==> src/rtl/stream_mux_3port_if.sv <==
// stream_mux_3port_if: one valid/ready stream port carrying data plus an end-of-packet flag
interface stream_mux_3port_if #(
    parameter int DATA_W = 8
) ();
    logic              valid;
    logic [DATA_W-1:0] data;
    logic              last;
    logic              ready;
    modport master (output valid, data, last, input ready);
    modport slave  (input valid, data, last, output ready);
endinterface

==> src/rtl/stream_mux_3port.sv <==
// stream_mux_3port: packet-granular 3:1 stream mux; an external round-robin arbiter picks the port,
// the packet is then forwarded through a single registered output stage.
module stream_mux_3port #(
    parameter int DATA_W = 8
) (
    input  logic               clk,
    input  logic               rst,
    stream_mux_3port_if.slave  in0_i,
    stream_mux_3port_if.slave  in1_i,
    stream_mux_3port_if.slave  in2_i,
    stream_mux_3port_if.master out_o,
    output logic [2:0]         arb_req_o,
    output logic               arb_ce_o,
    input  logic [1:0]         arb_grant_i
);
    typedef enum logic [1:0] {IDLE = 2'd0, ARB = 2'd1, STREAM = 2'd2} state_e;
    state_e            state_q, state_d;
    logic [1:0]        sel_q, sel_d;
    logic              out_valid_q, out_valid_d;
    logic              out_last_q, out_last_d;
    logic [DATA_W-1:0] out_data_q, out_data_d;
    logic [3:0]        valid_x;
    logic [DATA_W-1:0] sel_data;
    logic              sel_last, can_load, take;
    // bit 3 stands in for the invalid grant index so it never looks like a live request
    assign valid_x   = {1'b0, in2_i.valid, in1_i.valid, in0_i.valid};
    assign arb_req_o = valid_x[2:0];
    assign sel_data  = sel_q == 2'd2 ? in2_i.data : sel_q == 2'd1 ? in1_i.data : in0_i.data;
    assign sel_last  = sel_q == 2'd2 ? in2_i.last : sel_q == 2'd1 ? in1_i.last : in0_i.last;
    assign can_load  = ~out_valid_q | out_o.ready;
    assign take      = state_q == STREAM && valid_x[sel_q] && can_load;
    assign in0_i.ready = state_q == STREAM && sel_q == 2'd0 && can_load;
    assign in1_i.ready = state_q == STREAM && sel_q == 2'd1 && can_load;
    assign in2_i.ready = state_q == STREAM && sel_q == 2'd2 && can_load;
    assign out_o.valid = out_valid_q;
    assign out_o.data  = out_data_q;
    assign out_o.last  = out_last_q;
    always_comb begin
        state_d  = state_q;
        sel_d    = sel_q;
        arb_ce_o = 1'b0;
        case (state_q)
            IDLE: begin
                arb_ce_o = |valid_x & ~rst;
                state_d  = |valid_x ? ARB : IDLE;
            end
            ARB: begin
                state_d = valid_x[arb_grant_i] ? STREAM : IDLE;
                sel_d   = valid_x[arb_grant_i] ? arb_grant_i : sel_q;
            end
            STREAM:  state_d = take && sel_last ? IDLE : STREAM;
            default: state_d = IDLE;
        endcase
    end
    always_comb begin
        out_valid_d = take | (out_valid_q & ~out_o.ready);
        out_data_d  = take ? sel_data : out_data_q;
        out_last_d  = take ? sel_last : out_last_q;
    end
    always_ff @(posedge clk or posedge rst) begin
        if (rst) begin
            state_q     <= IDLE;
            sel_q       <= '0;
            out_valid_q <= 1'b0;
            out_data_q  <= '0;
            out_last_q  <= 1'b0;
        end else begin
            state_q     <= state_d;
            sel_q       <= sel_d;
            out_valid_q <= out_valid_d;
            out_data_q  <= out_data_d;
            out_last_q  <= out_last_d;
        end
    end
endmodule
==> src/flat_wrapper.sv <==
// flat-port wrapper written by rule: the top's interface ports become plain ports
module stream_mux_3port_flat 
#(
    parameter int DATA_W = 8
)
  (clk, rst, arb_req_o, arb_ce_o, arb_grant_i, in0_i_valid, in0_i_data, in0_i_last, in0_i_ready, in1_i_valid, in1_i_data, in1_i_last, in1_i_ready, in2_i_valid, in2_i_data, in2_i_last, in2_i_ready, out_o_valid, out_o_data, out_o_last, out_o_ready);
  stream_mux_3port_if #(.DATA_W(DATA_W)) in0_i_i ();
  stream_mux_3port_if #(.DATA_W(DATA_W)) in1_i_i ();
  stream_mux_3port_if #(.DATA_W(DATA_W)) in2_i_i ();
  stream_mux_3port_if #(.DATA_W(DATA_W)) out_o_i ();
  input  logic clk;
  input  logic rst;
  output logic [2:0] arb_req_o;
  output logic arb_ce_o;
  input  logic [1:0] arb_grant_i;
  input wire logic [$bits(in0_i_i.valid)-1:0] in0_i_valid;
  input wire logic [$bits(in0_i_i.data)-1:0] in0_i_data;
  input wire logic [$bits(in0_i_i.last)-1:0] in0_i_last;
  output wire logic [$bits(in0_i_i.ready)-1:0] in0_i_ready;
  input wire logic [$bits(in1_i_i.valid)-1:0] in1_i_valid;
  input wire logic [$bits(in1_i_i.data)-1:0] in1_i_data;
  input wire logic [$bits(in1_i_i.last)-1:0] in1_i_last;
  output wire logic [$bits(in1_i_i.ready)-1:0] in1_i_ready;
  input wire logic [$bits(in2_i_i.valid)-1:0] in2_i_valid;
  input wire logic [$bits(in2_i_i.data)-1:0] in2_i_data;
  input wire logic [$bits(in2_i_i.last)-1:0] in2_i_last;
  output wire logic [$bits(in2_i_i.ready)-1:0] in2_i_ready;
  output wire logic [$bits(out_o_i.valid)-1:0] out_o_valid;
  output wire logic [$bits(out_o_i.data)-1:0] out_o_data;
  output wire logic [$bits(out_o_i.last)-1:0] out_o_last;
  input wire logic [$bits(out_o_i.ready)-1:0] out_o_ready;
  assign in0_i_i.valid = in0_i_valid;
  assign in0_i_i.data = in0_i_data;
  assign in0_i_i.last = in0_i_last;
  assign in0_i_ready = in0_i_i.ready;
  assign in1_i_i.valid = in1_i_valid;
  assign in1_i_i.data = in1_i_data;
  assign in1_i_i.last = in1_i_last;
  assign in1_i_ready = in1_i_i.ready;
  assign in2_i_i.valid = in2_i_valid;
  assign in2_i_i.data = in2_i_data;
  assign in2_i_i.last = in2_i_last;
  assign in2_i_ready = in2_i_i.ready;
  assign out_o_valid = out_o_i.valid;
  assign out_o_data = out_o_i.data;
  assign out_o_last = out_o_i.last;
  assign out_o_i.ready = out_o_ready;
  stream_mux_3port #(.DATA_W(DATA_W)) u_core (.clk(clk), .rst(rst), .in0_i(in0_i_i), .in1_i(in1_i_i), .in2_i(in2_i_i), .out_o(out_o_i), .arb_req_o(arb_req_o), .arb_ce_o(arb_ce_o), .arb_grant_i(arb_grant_i));
endmodule
==> config.mk <==
export PLATFORM = sky130hd
export DESIGN_NAME = stream_mux_3port_flat
export DESIGN_NICKNAME = d
export VERILOG_FILES = /design/src/rtl/stream_mux_3port_if.sv /design/src/rtl/stream_mux_3port.sv /design/src/flat_wrapper.sv
export SDC_FILE = /design/constraint.sdc
export NUM_CORES = 1
export LEC_CHECK = 0
export BUFFER_PORTS_ARGS = -buffer_cell sky130_fd_sc_hd__buf_2
export CAP_MARGIN = 5
export CORE_MARGIN = 10
export CORE_UTILIZATION = 45
export CTS_BUF_LIST = sky130_fd_sc_hd__clkbuf_16
export CTS_CLUSTER_DIAMETER = 200
export DETAILED_ROUTE_END_ITERATION = 8
export PLACE_DENSITY = 0.91
export REMOVE_ABC_BUFFERS = 1
export SLEW_MARGIN = 15
export SYNTH_ARGS = -nofsm -noshare
export SYNTH_HDL_FRONTEND = slang
export SYNTH_SLANG_ARGS = --single-unit
==> constraint.sdc <==
create_clock -name clk -period 3.3 [get_ports clk]
set_input_delay 0.33 -clock clk [delete_from_list [all_inputs] [get_ports clk]]
set_output_delay 0.33 -clock clk [all_outputs]
set_load 0.02 [all_outputs]
# Yosys cells after proc, flatten, opt, wreduce, memory -nomap -nowiden
# Cells that the tools add are included.
word_totals:
  input_bits: 35
  output_inout_bits: 17
  elab_cells: 44
  regBits: 14
classes:
  muxes: 13
  n_eq_ne: 4
  bitwise_logic: 7
  reduce_logical: 13
  n_lt_le_gt_ge: 2
op_table:
  columns: ["op", "n"]
  rows:
  - ["8-bit two-way mux", 2]
  - ["1-bit logical AND", 9]
  - ["2-bit by 3-bit less-than comparator with 1-bit output (second input constant)", 2]
  - ["1-bit two-way mux", 6]
  - ["2-bit one-hot mux with 3 select lines", 1]
  - ["1-bit binary-select mux with 2-bit select", 2]
  - ["2-bit by 1-bit == test with 1-bit output (second input constant)", 2]
  - ["2-bit == test (second input constant)", 2]
  - ["2-bit logical NOT", 2]
  - ["2-bit two-way mux", 2]
  - ["1-bit NOT", 3]
  - ["3-bit OR reduction", 1]
  - ["1-bit AND", 2]
  - ["1-bit bitwise OR", 2]
  - ["2-bit AND reduction", 1]

# Longest topological paths before layout
# Gate-level depths: netlist (run 1).
logic_depth:
  depth_word: 7
  ltp_mapped: 7
  mapped_depth_nobuf: 4

# Worst setup path before layout (run 1)
# No wires, ideal clock.
synth_timing:
  path_kind: "reg-to-reg"
  startpoint: "register u_core.sel_q[1]"
  endpoint: "register u_core.out_data_q[7] (netlist: u_core.out_o.data[7])"
  slack_ps: 1546
  stages_incl_launch_ff: 8
  n_path_buf: 3
  setup_ps: 125
  required_ps: 3175
  arrival_ps: 1629
  period_less_slack_ps: 1754
  cell_sequence: "dfrtp_1 buf_6 nand2b_4 buf_6 o22a_4 or2_1 buf_6 mux2_4"
synth_via:
  elab_chain_cells: 4
  elab_cells_between_ends: 8
  cone_classes: "2 x eq/ne; 4 x mux; 2 x reduce/logical"
synth_rtl:
  columns: ["element", "line_no", "text"]
  rows:
  - ["from (decl)", "stream_mux_3port.sv:18", "logic [1:0] sel_q, sel_d;"]
  - ["from (signal assigned)", "stream_mux_3port.sv:69", "sel_q <= sel_d;"]
  - ["1-bit binary-select mux with 2-bit select", "stream_mux_3port.sv:31", "assign take = state_q == STREAM && valid_x[sel_q] && can_load;"]
  - ["1-bit two-way mux (implied by the code)", "stream_mux_3port.sv:31", null]
  - ["1-bit logical AND (2 in a row)", "stream_mux_3port.sv:31", null]
  - ["to (signal assigned)", "stream_mux_3port.sv:71", "out_data_q <= out_data_d;"]
  - ["to (decl)", "stream_mux_3port.sv:21", "logic [DATA_W-1:0] out_data_q, out_data_d;"]
# Parallel ways exist; a longest one is shown, timed or not. The select of a mux whose other input is x is not followed.
# A chain may end at the register's enable or synchronous reset.

# Worst setup path after layout (run 1)
layout_timing:
  startpoint: "register u_core.state_q[0]"
  endpoint: "output in0_i_ready"
layout_via:
  elab_chain_cells: 3
layout_rtl:
  columns: ["element", "line_no", "text"]
  rows:
  - ["from (decl)", "stream_mux_3port.sv:17", "state_e state_q, state_d;"]
  - ["from (signal assigned)", "stream_mux_3port.sv:68", "state_q <= state_d;"]
  - ["2-bit == test", "stream_mux_3port.sv:32", "assign in0_i.ready = state_q == STREAM && sel_q == 2'd0 && can_load;"]
  - ["1-bit logical AND (2 in a row)", "stream_mux_3port.sv:32", null]
  - ["to (decl)", "flat_wrapper.sv:19", "output wire logic [$bits(in0_i_i.ready)-1:0] in0_i_ready;"]
# No other way between the ends.

==> flow_summary_export.csv, run 1 <==
group,metric,value,unit
floorplan,die_w,63.4,um
timing,period_share,57.2,%
synthesis,synthTopCellsByArea,"dfrtp_1 41%, o31ai_1 6.2%, o21ai_0 5.9%",
worst_setup_path,arrival,1.56,ns
pwr,irDropWorstVdd,0.458,mV
timing,rsz0062_at_grt,"false",
synthesis,syn_inst,88,
clock_tree,postCtsHoldBufs,0,
timing,setup_viol,0,
synthesis,post-synth-top-area-cell,"dfrtp_1",
timing,final_hold_viol_count,0,
routing,routed_wl,2550,um
synthesis,ys.flop_type,"dfrtp_1",
place,io_buffers,51,
routing,drtIter0Drc,18,
run,drv_cap,0,
clock_tree,cts_buffers,3,
clock_tree,tritoncts,"yes",
clock_tree,cts_root_buf,"clkbuf_16",
place,dp_hpwl,2090,um
worst_setup_path,cp_slowest_cell,"dfrtp_1",
synthesis,ys_seq_elements,14,
routing,drt-wirelength-per-cell,16.1,um
grt,antenna_found_initial,0,
final_layout,synthToLayoutAreaGrowth,34.3,%
routing,viasPerCell,5.46,
synthesis,synthTopCellsByCount,"14 x dfrtp_1, 10 x nor2_1, 10 x o21ai_0",
place,dp_cells,155,
worst_setup_path,cp-start-kind,"register",
synthesis,yosysMostFrequentCell,"dfrtp_1",
synthesis,synth.avg_cell_area,9.63,um^2
final_layout,diodes,0,
floorplan,coreArea,0.00176,mm^2
timing,layout_min_cycle_time,1.89,ns
worst_setup_path,path_common_cell,"nand2b_1",
worst_setup_path,cp_top_family,"simple AND/OR/NAND/NOR gates",
synthesis,async_flop_share,100,%
synthesis,yosysTopAreaCellShare,41.4,%
synthesis,synth_edf_count,0,
worst_setup_path,crit_required,2.97,ns
timing,setup_tns,0,ns
clock_tree,cts_resized,0,
grt,grt_pass1_wl,4200,um
pwr,power_density,934,mW/mm^2
floorplan,io_pins,52,
grt,gr-total-overflow,0,
hold_path,holdCritPathClass,"primary input to async pin",
clock_tree,clock_latency,0.24,ns
worst_setup_path,cp_max_fo,12,
timing,worst_pin_slew,0.526,ns
final_layout,fin_area,0.00114,mm^2
final_layout,nets,170,
place,placed_area,0.00106,mm^2
clock_tree,clock-sinks,14,
final_layout,fin_cells,158,
clock_tree,postCtsSetupRepairBufs,0,
synthesis,synth.distinct_cells,25,
worst_setup_path,end_kind,"primary output",
timing,fmax,0.530,GHz
grt,grt_max_degree,15,
routing,drtPass1Iterations,4,
worst_setup_path,worstPathCellList,"nand2b_1 > nand2b_1 > nor3_1 > buf_2",
routing,ant_nets,0,
final_layout,final_util,64.5,%
clock_tree,clk_pin_slew,0.04,ns
floorplan,die_h,63.4,um
timing,clock-skew-final,0.00271,ns
worst_setup_path,path_buf_inv,1,
floorplan,die_area,0.00402,mm^2
pwr,fin_total_pwr,1.06,mW
grt,grt_pass1_vias,1003,
routing,num_vias,863,
worst_setup_path,crit_type,"register to primary output",
clock_tree,clockBufferDepth,2,
clock_tree,htree_num_levels,1,
timing,relSlewSlack,64.9,%
floorplan,initial_core_util,48.0,%
pwr,power.leakage,0.586,nW
timing,drv_slew,0,
place,place_congestion,0.760,
synthesis,yosysWarnings,0,
floorplan,row_count,15,
grt,grt.total_usage,12.5,%
synthesis,syn_area,847,um^2
synthesis,yosysSeqAreaShare,41.4,%
final_layout,drive_above_1_share,46.6,%
routing,route.detailed.drc,0,
worst_setup_path,slowest_delay,0.40,ns
final_layout,nFillCells,177,
status,outcome,"finished, final reports clean",
-- cells in the final DEF (no fill, tap or decap), types with 2 or more instances in the layout --
cell type and n:
clkbuf_16 3, nand2b_1 3, o22ai_1 7, mux2_2 3, buf_2 51, nor3_1 4
o31ai_1 7, nor2_1 10, dfrtp_1 14, mux2i_1 4, a21oi_1 2, inv_1 3
nand2_1 2, o21ai_0 10
-- where the power goes --
group	switching (mW)	leakage (nW)	internal [mW]
Combinational	0.296	0.375	0.212
Sequential	0.0779	0.175	0.253
Clock	0.0647	0.0370	0.158
Total	0.439	0.586	0.624
-- path summary, 6_finish.rpt --
| check | start | endpoint | slack [ns] | cells after the start |
|---|---|---|---|---|
| min in group clk | arb_grant_i[1] | u_core.sel_q[1] | 0.36 | 2 |
| worst min register to register | u_core.state_q[1] | u_core.state_q[0] | 0.49 | 1 |
| worst min-delay path | rst | u_core.sel_q[1] | 0.13 | 2 |
| max in group asynchronous | rst | u_core.out_o.valid | 2.82 | 2 |
| worst max-delay path | u_core.state_q[0] | in0_i_ready | 1.41 | 4 |
| worst max register to register | u_core.sel_q[1] | u_core.out_o.data[7] | 1.43 | 4 |
-- logic make-up after synthesis --
| logic type | after synthesis | share of synthesized area (%) |
|---|---|---|
| multiplexers | 8 | 10.5 |
| buffers and inverters | 12 | 9.75 |
| AO/OA/AOI/OAI | 29 | 22.5 |
| flip-flops | 14 | 41.4 |
| AND/OR/NAND/NOR | 25 | 16.0 |
-- worst register-to-register path, stage by stage (launching register included) --
cell and delay, ns:
dfrtp_1 0.50, nand2b_4 0.26, o22a_4 0.29, or2_1 0.37
mux2_4 0.34
-- flip-flops by register name, indices dropped and copies added (netlist names) --
| register | cells |
|---|---|
| u_core.out_o.last | 1 |
| u_core.out_o.data | 8 |
| u_core.sel_q | 2 |
| u_core.out_o.valid | 1 |
| u_core.state_q | 2 |
-- metal layers --
metal	global-route usage, %	share of wire (%)
met4	5.74	1.5
met3	5.65	11
met2	20.9	44
met1	13.1	43
met5	0	0
-- area by class of cell --
class / instances / area (um^2) / area share (%)
inverters: 3 / 11.3 / 0.990
flip-flops and latches: 14 / 350 / 30.8
repair buffers: 51 / 255 / 22.4
well taps: 25 / 31.3 / 2.75
clock buffers: 3 / 75.1 / 6.60
multi-input cells: 62 / 414 / 36.4
-- per-stage QoR --
| step | hold slack (ns) | setup WS [ns] |
|---|---|---|
| global route | 0.188 | 1.27 |
| finish | 0.134 | 1.41 |
| CTS | 0.151 | 1.42 |
| floorplan | 0.219 | 1.61 |
| global placement | 0.389 | 1.52 |
| detailed placement | 0.413 | 1.45 |
Power figures use the tool's default switching activity.
==> run 2, diff against run 1 <==
--- a/config.mk
+++ b/config.mk
@@ -5,14 +5,15 @@
 export SDC_FILE = /design/constraint.sdc
 export NUM_CORES = 1
 export LEC_CHECK = 0
+export ABC_AREA = 1
 export BUFFER_PORTS_ARGS = -buffer_cell sky130_fd_sc_hd__buf_2
 export CAP_MARGIN = 5
 export CORE_MARGIN = 10
-export CORE_UTILIZATION = 45
+export CORE_UTILIZATION = 39
 export CTS_BUF_LIST = sky130_fd_sc_hd__clkbuf_16
 export CTS_CLUSTER_DIAMETER = 200
 export DETAILED_ROUTE_END_ITERATION = 8
-export PLACE_DENSITY = 0.91
+export PLACE_DENSITY = 0.83
 export REMOVE_ABC_BUFFERS = 1
 export SLEW_MARGIN = 15
 export SYNTH_ARGS = -nofsm -noshare
==> constraint.sdc (replaced) <==
create_clock -name clk -period 1.73 [get_ports clk]
set_input_delay 0.173 -clock clk [delete_from_list [all_inputs] [get_ports clk]]
set_output_delay 0.173 -clock clk [all_outputs]
set_load 0.02 [all_outputs]
==> flow_summary_export.csv, run 2 <==
group,metric,value,unit
status,outcome,"finished, final reports clean",
grt,gr-total-overflow,0,
timing,setup_tns,0,ns
place,dp_hpwl,2270,um
place,io_buffers,51,
floorplan,initial_core_util,40.7,%
floorplan,row_count,17,
final_layout,drive_above_1_share,38.4,%
synthesis,synthTopCellsByCount,"41 x nand2_1, 14 x dfrtp_1, 14 x nor2_1",
floorplan,die_area,0.00463,mm^2
timing,relSlewSlack,65.3,%
routing,num_vias,984,
worst_setup_path,crit_required,1.56,ns
routing,viasPerCell,4.80,
worst_setup_path,cp-start-kind,"register",
clock_tree,tritoncts,"yes",
synthesis,synth_edf_count,0,
run,drv_cap,0,
pwr,power.leakage,0.726,nW
timing,final_hold_viol_count,0,
pwr,fin_total_pwr,2.07,mW
worst_setup_path,arrival,1.42,ns
floorplan,die_w,68.1,um
clock_tree,cts_root_buf,"clkbuf_16",
grt,grt.total_usage,11.8,%
synthesis,syn_area,901,um^2
grt,met2_usage,20.7,%
final_layout,final_common_cell,"buf_2",
synthesis,ys_seq_elements,14,
final_layout,most-common-layout-cells,"51 x buf_2, 41 x nand2_1, 14 x nor2_1, 14 x dfrtp_1, 13 x nand3_1",
synthesis,syn_inst,126,
grt,grt_pass1_wl,4330,um
routing,drtPass1Iterations,4,
clock_tree,clock_latency,0.24,ns
worst_setup_path,cp_max_fo,3,
pwr,irDropWorstVdd,0.814,mV
floorplan,coreArea,0.00221,mm^2
synthesis,async_flop_share,100,%
final_layout,largest_reg_flops,8,
synthesis,yosysSeqAreaShare,38.9,%
worst_setup_path,crit_type,"register to primary output",
clock_tree,htree_num_levels,1,
routing,ant_nets,0,
clock_tree,cts_buffers,3,
pwr,p_clk_share,20.5,%
clock_tree,cts_resized,0,
synthesis,synthTopCellsByArea,"dfrtp_1 39%, nand2_1 17%, nand3_1 7.2%",
clock_tree,clock-sinks,14,
final_layout,final_util,56.1,%
grt,grt_util_met1,12.9,%
pwr,sw_frac_of_total,44.8,%
synthesis,synth.distinct_cells,18,
final_layout,fin_cells,205,
worst_setup_path,end_kind,"primary output",
grt,antenna_found_initial,0,
final_layout,nets,213,
synthesis,yosysMostFrequentCell,"nand2_1",
routing,route.detailed.drc,0,
routing,drt-wirelength-per-cell,13.5,um
synthesis,ys.flop_type,"dfrtp_1",
timing,drv_slew,0,
synthesis,yosysTopAreaCellShare,38.9,%
place,dp_cells,200,
timing,fmax,0.626,GHz
final_layout,synthToLayoutAreaGrowth,37.8,%
clock_tree,postCtsHoldBufs,1,
synthesis,synth.avg_cell_area,7.15,um^2
pwr,power_density,1670,mW/mm^2
pwr,p_sw,0.929,mW
routing,routed_wl,2760,um
grt,top_usage_layer,"met2",
final_layout,diodes,0,
clock_tree,clk_pin_slew,0.05,ns
hold_path,holdCritPathClass,"primary input to register",
timing,worst_pin_slew,0.520,ns
floorplan,die_h,68.1,um
timing,setup_viol,0,
clock_tree,clockBufferDepth,2,
routing,drtIter0Drc,56,
timing,period_share,92.4,%
pwr,power.internal,1.14,mW
grt,grt_pass1_vias,975,
synthesis,post-synth-top-area-cell,"dfrtp_1",
pwr,p_comb_share,50.9,%
timing,layout_min_cycle_time,1.60,ns
grt,grt_max_degree,19,
floorplan,io_pins,52,
timing,clock-skew-final,0.00248,ns
synthesis,yosysWarnings,0,
clock_tree,postCtsSetupRepairBufs,0,
grt,met3_usage,5.06,%
place,place_congestion,0.829,
timing,rsz0062_at_grt,"false",
pwr,seqPwrFrac,28.5,%
timing,fin_hold_ws,0.138,ns
## run 2: cell types whose count changed after synthesis, sizes merged, moves of 7 or more
| cell | before | now |
|---|---|---|
| inv | 3 | 11 |
| o22ai | 7 | 0 |
| nand3 | 0 | 15 |
| o21ai | 10 | 3 |
| nand2 | 2 | 49 |
| a31oi | 0 | 8 |
| o31ai | 7 | 0 |
## run 2: power groups by stage
stage | combinational, mW | clock, mW | sequential [mW]
after global routing | 1.19 | 0.451 | 0.613
after CTS | 1.07 | 0.435 | 0.588
after floorplan | 0.585 | 0 | 0.722
after detailed placement | 1.06 | 0 | 0.591
final | 1.06 | 0.425 | 0.591
after global placement | 1.04 | 0 | 0.582
## run 2: worst paths after layout
check | startpoint | endpoint | slack (ns) | cells after the start
max in group asynchronous | rst | u_core.out_o.data[0] | 0.87 | 3
max reg2reg | u_core.sel_q[1] | u_core.state_q[1] | 0.31 | 8
min in group asynchronous | rst | u_core.out_o.valid | 0.51 | 3
min reg2reg | u_core.state_q[0] | u_core.state_q[0] | 0.46 | 1
max | u_core.state_q[0] | in0_i_ready | 0.13 | 6
min | out_o_ready | u_core.out_o.valid | 0.14 | 2
## run 2: through the flow
step | worst slack (ns) | area, um^2
global placement | 0.392 | 1150
CTS | 0.114 | 1240
detailed placement | 0.322 | 1150
global route | 0.0109 | 1240
floorplan | 0.253 | 855
finish | 0.132 | 1240
## run 2: per-layer routing
layer	share of wire, %	vias up
li1	-	510
met1	39	435
met2	47	39
met3	14	0
met4	0	0
met5	0	-
## run 2: worst max-delay path: stages (launching register included)
cell     delay (ns)
dfrtp_1        0.38
inv_1          0.07
nand2_1        0.06
nor2_1         0.23
inv_1          0.11
nor3_1         0.14
buf_2          0.19
## run 2: kinds of logic after synthesis
kind of cell,Yosys count,synth area share (%)
and+or+nand+nor,84,43.9
DFF,14,38.9
buffers and inverters,17,10.0
AOI/OAI and AO/OA,11,7.22
## run 2: area by class of cell
| cell class | count | area, um^2 |
|---|---|---|
| clock buffer | 3 | 75.1 |
| sequential | 14 | 350 |
| inverter | 11 | 43.8 |
| tap | 28 | 35.0 |
| timing repair buffer | 53 | 273 |
| fill | 233 | 971 |
| clock inverter | 1 | 3.75 |
| multi-input combinational | 95 | 460 |
==> run 3, diff against run 2 <==
--- a/config.mk
+++ b/config.mk
@@ -14,8 +14,8 @@
 export CTS_CLUSTER_DIAMETER = 200
 export DETAILED_ROUTE_END_ITERATION = 8
 export PLACE_DENSITY = 0.83
+export RECOVER_POWER = 50
 export REMOVE_ABC_BUFFERS = 1
-export SLEW_MARGIN = 15
 export SYNTH_ARGS = -nofsm -noshare
 export SYNTH_HDL_FRONTEND = slang
 export SYNTH_SLANG_ARGS = --single-unit
==> flow_summary_export.csv, run 3 (same netlist as run 2, synthesis figures left out) <==
group,metric,value,unit
place,dp_slack,0.322,ns
final_layout,most-common-layout-cells,"41 x nand2_1, 37 x buf_2, 14 x nor2_1, 14 x clkbuf_1, 14 x dfrtp_1",
grt,grt_pass1_wl,4330,um
final_layout,largest_reg_flops,8,
routing,wl_met1,1110,um
pwr,fin_total_pwr,2.05,mW
worst_setup_path,slowest_delay,0.38,ns
worst_setup_path,path_buf_inv,3,
grt,antenna_found_initial,0,
grt,gr-total-overflow,0,
routing,viasPerCell,4.78,
final_layout,drive_above_1_share,30.5,%
clock_tree,cts_buffers,3,
final_layout,final_util,55.3,%
place,place_congestion,0.829,
clock_tree,postCtsSetupRepairBufs,0,
final_layout,synthToLayoutAreaGrowth,35.8,%
routing,routed_wl,2800,um
routing,route.detailed.drc,0,
final_layout,nFillCells,241,
place,dp_hpwl,2270,um
clock_tree,cts_resized,0,
worst_setup_path,cp-start-kind,"register",
grt,grt_pass1_vias,975,
final_layout,multi_input_area,460,um^2
routing,num_vias,980,
timing,clock-skew-final,0.00162,ns
floorplan,initial_core_util,40.7,%
worst_setup_path,cp_top_family,"simple AND/OR/NAND/NOR gates",
clock_tree,cts_root_buf,"clkbuf_16",
run,drv_cap,0,
grt,grt.total_usage,11.8,%
worst_setup_path,arrival,1.43,ns
timing,setup_slack,0.132,ns
timing,drv_slew,0,
routing,ant_nets,0,
routing,met2_length,1300,um
place,io_buffers,51,
worst_setup_path,worstPathCellList,"inv_1 > nand2_1 > nor2_1 > inv_1 > nor3_1 > buf_2",
worst_setup_path,cp_slowest_cell,"dfrtp_1",
routing,dr.max_layer_used,"met3",
routing,drt-wirelength-per-cell,13.7,um
clock_tree,clock_latency,0.24,ns
status,outcome,"finished, final reports clean",
final_layout,ff_latch_area,350,um^2
timing,rsz0062_at_grt,"false",
pwr,power.leakage,0.680,nW
hold_path,holdCritPathClass,"primary input to register",
floorplan,row_count,17,
final_layout,diodes,0,
clock_tree,tritoncts,"yes",
worst_setup_path,path_common_cell,"inv_1",
grt,grt_max_degree,19,
pwr,irDropWorstVdd,0.804,mV
timing,worst_pin_slew,0.518,ns
floorplan,die_area,0.00463,mm^2
timing,setup_viol,0,
floorplan,io_pins,52,
worst_setup_path,end_kind,"primary output",
timing,fin_hold_ws,0.140,ns
floorplan,die_w,68.1,um
final_layout,final_common_cell,"nand2_1",
clock_tree,postCtsHoldBufs,1,
clock_tree,clock-sinks,14,
floorplan,die_h,68.1,um
final_layout,nets,213,
worst_setup_path,crit_required,1.56,ns
worst_setup_path,crit_type,"register to primary output",
timing,relSlewSlack,65.4,%
timing,setup_tns,0,ns
clock_tree,clk_pin_slew,0.04,ns
pwr,power_density,1670,mW/mm^2
floorplan,coreArea,0.00221,mm^2
timing,layout_min_cycle_time,1.60,ns
clock_tree,clockBufferDepth,2,
routing,wl_met3,394,um
clock_tree,htree_num_levels,1,
routing,drtIter0Drc,65,
routing,drtPass1Iterations,4,
worst_setup_path,cp_max_fo,3,
timing,period_share,92.4,%
timing,fmax,0.626,GHz
timing,final_hold_viol_count,0,
==> run 3: changes by cell type in the layout (fill, tap and decap cells not counted) <==
| cell | previous run | this run |
|---|---|---|
| buf_2 | 51 | 37 |
| clkbuf_1 | 0 | 14 |
==> run 3: where the power goes <==
part / internal [mW] / total [mW] / leakage (nW) / switching (mW)
sequential: 0.474 / 0.596 / 0.178 / 0.122
clock: 0.304 / 0.423 / 0.0385 / 0.119
combinational: 0.334 / 1.03 / 0.464 / 0.694
total: 1.11 / 2.05 / 0.680 / 0.935
==> run 3: final timing paths <==
| path | startpoint | endpoint | slack, ns | cells after the start |
|---|---|---|---|---|
| setup reg to reg | u_core.sel_q[1] | u_core.state_q[1] | 0.31 | 8 |
| max in group asynchronous | rst | u_core.out_o.data[0] | 0.88 | 3 |
| min in group asynchronous | rst | u_core.out_o.valid | 0.51 | 3 |
| setup / recovery | u_core.state_q[0] | in0_i_ready | 0.13 | 6 |
| hold / removal | out_o_ready | u_core.out_o.valid | 0.14 | 2 |
| hold reg to reg | u_core.state_q[0] | u_core.state_q[0] | 0.47 | 1 |
==> run 3: layer usage <==
| layer | GRT usage (%) | vias to the layer above |
|---|---|---|
| met4 | 3.02 | 0 |
| met5 | 0 | - |
| met2 | 20.7 | 39 |
| li1 | - | 509 |
| met3 | 5.06 | 0 |
| met1 | 12.9 | 432 |
==> run 3: layout make-up <==
type / instances / area share [%]
clock buffer: 3 / 6.13
clock inverter: 1 / 0.307
inverter: 11 / 3.58
multi-input combinational: 95 / 37.6
sequential: 14 / 28.6
tap: 28 / 2.86
timing repair buffer: 53 / 20.9
==> run 3: stage by stage <==
step / instance area (um^2) / instances
after global placement: 1150 / 200
after floorplan: 855 / 120
final: 1220 / 205
after CTS: 1240 / 205
after detailed placement: 1150 / 200
after global routing: 1220 / 205
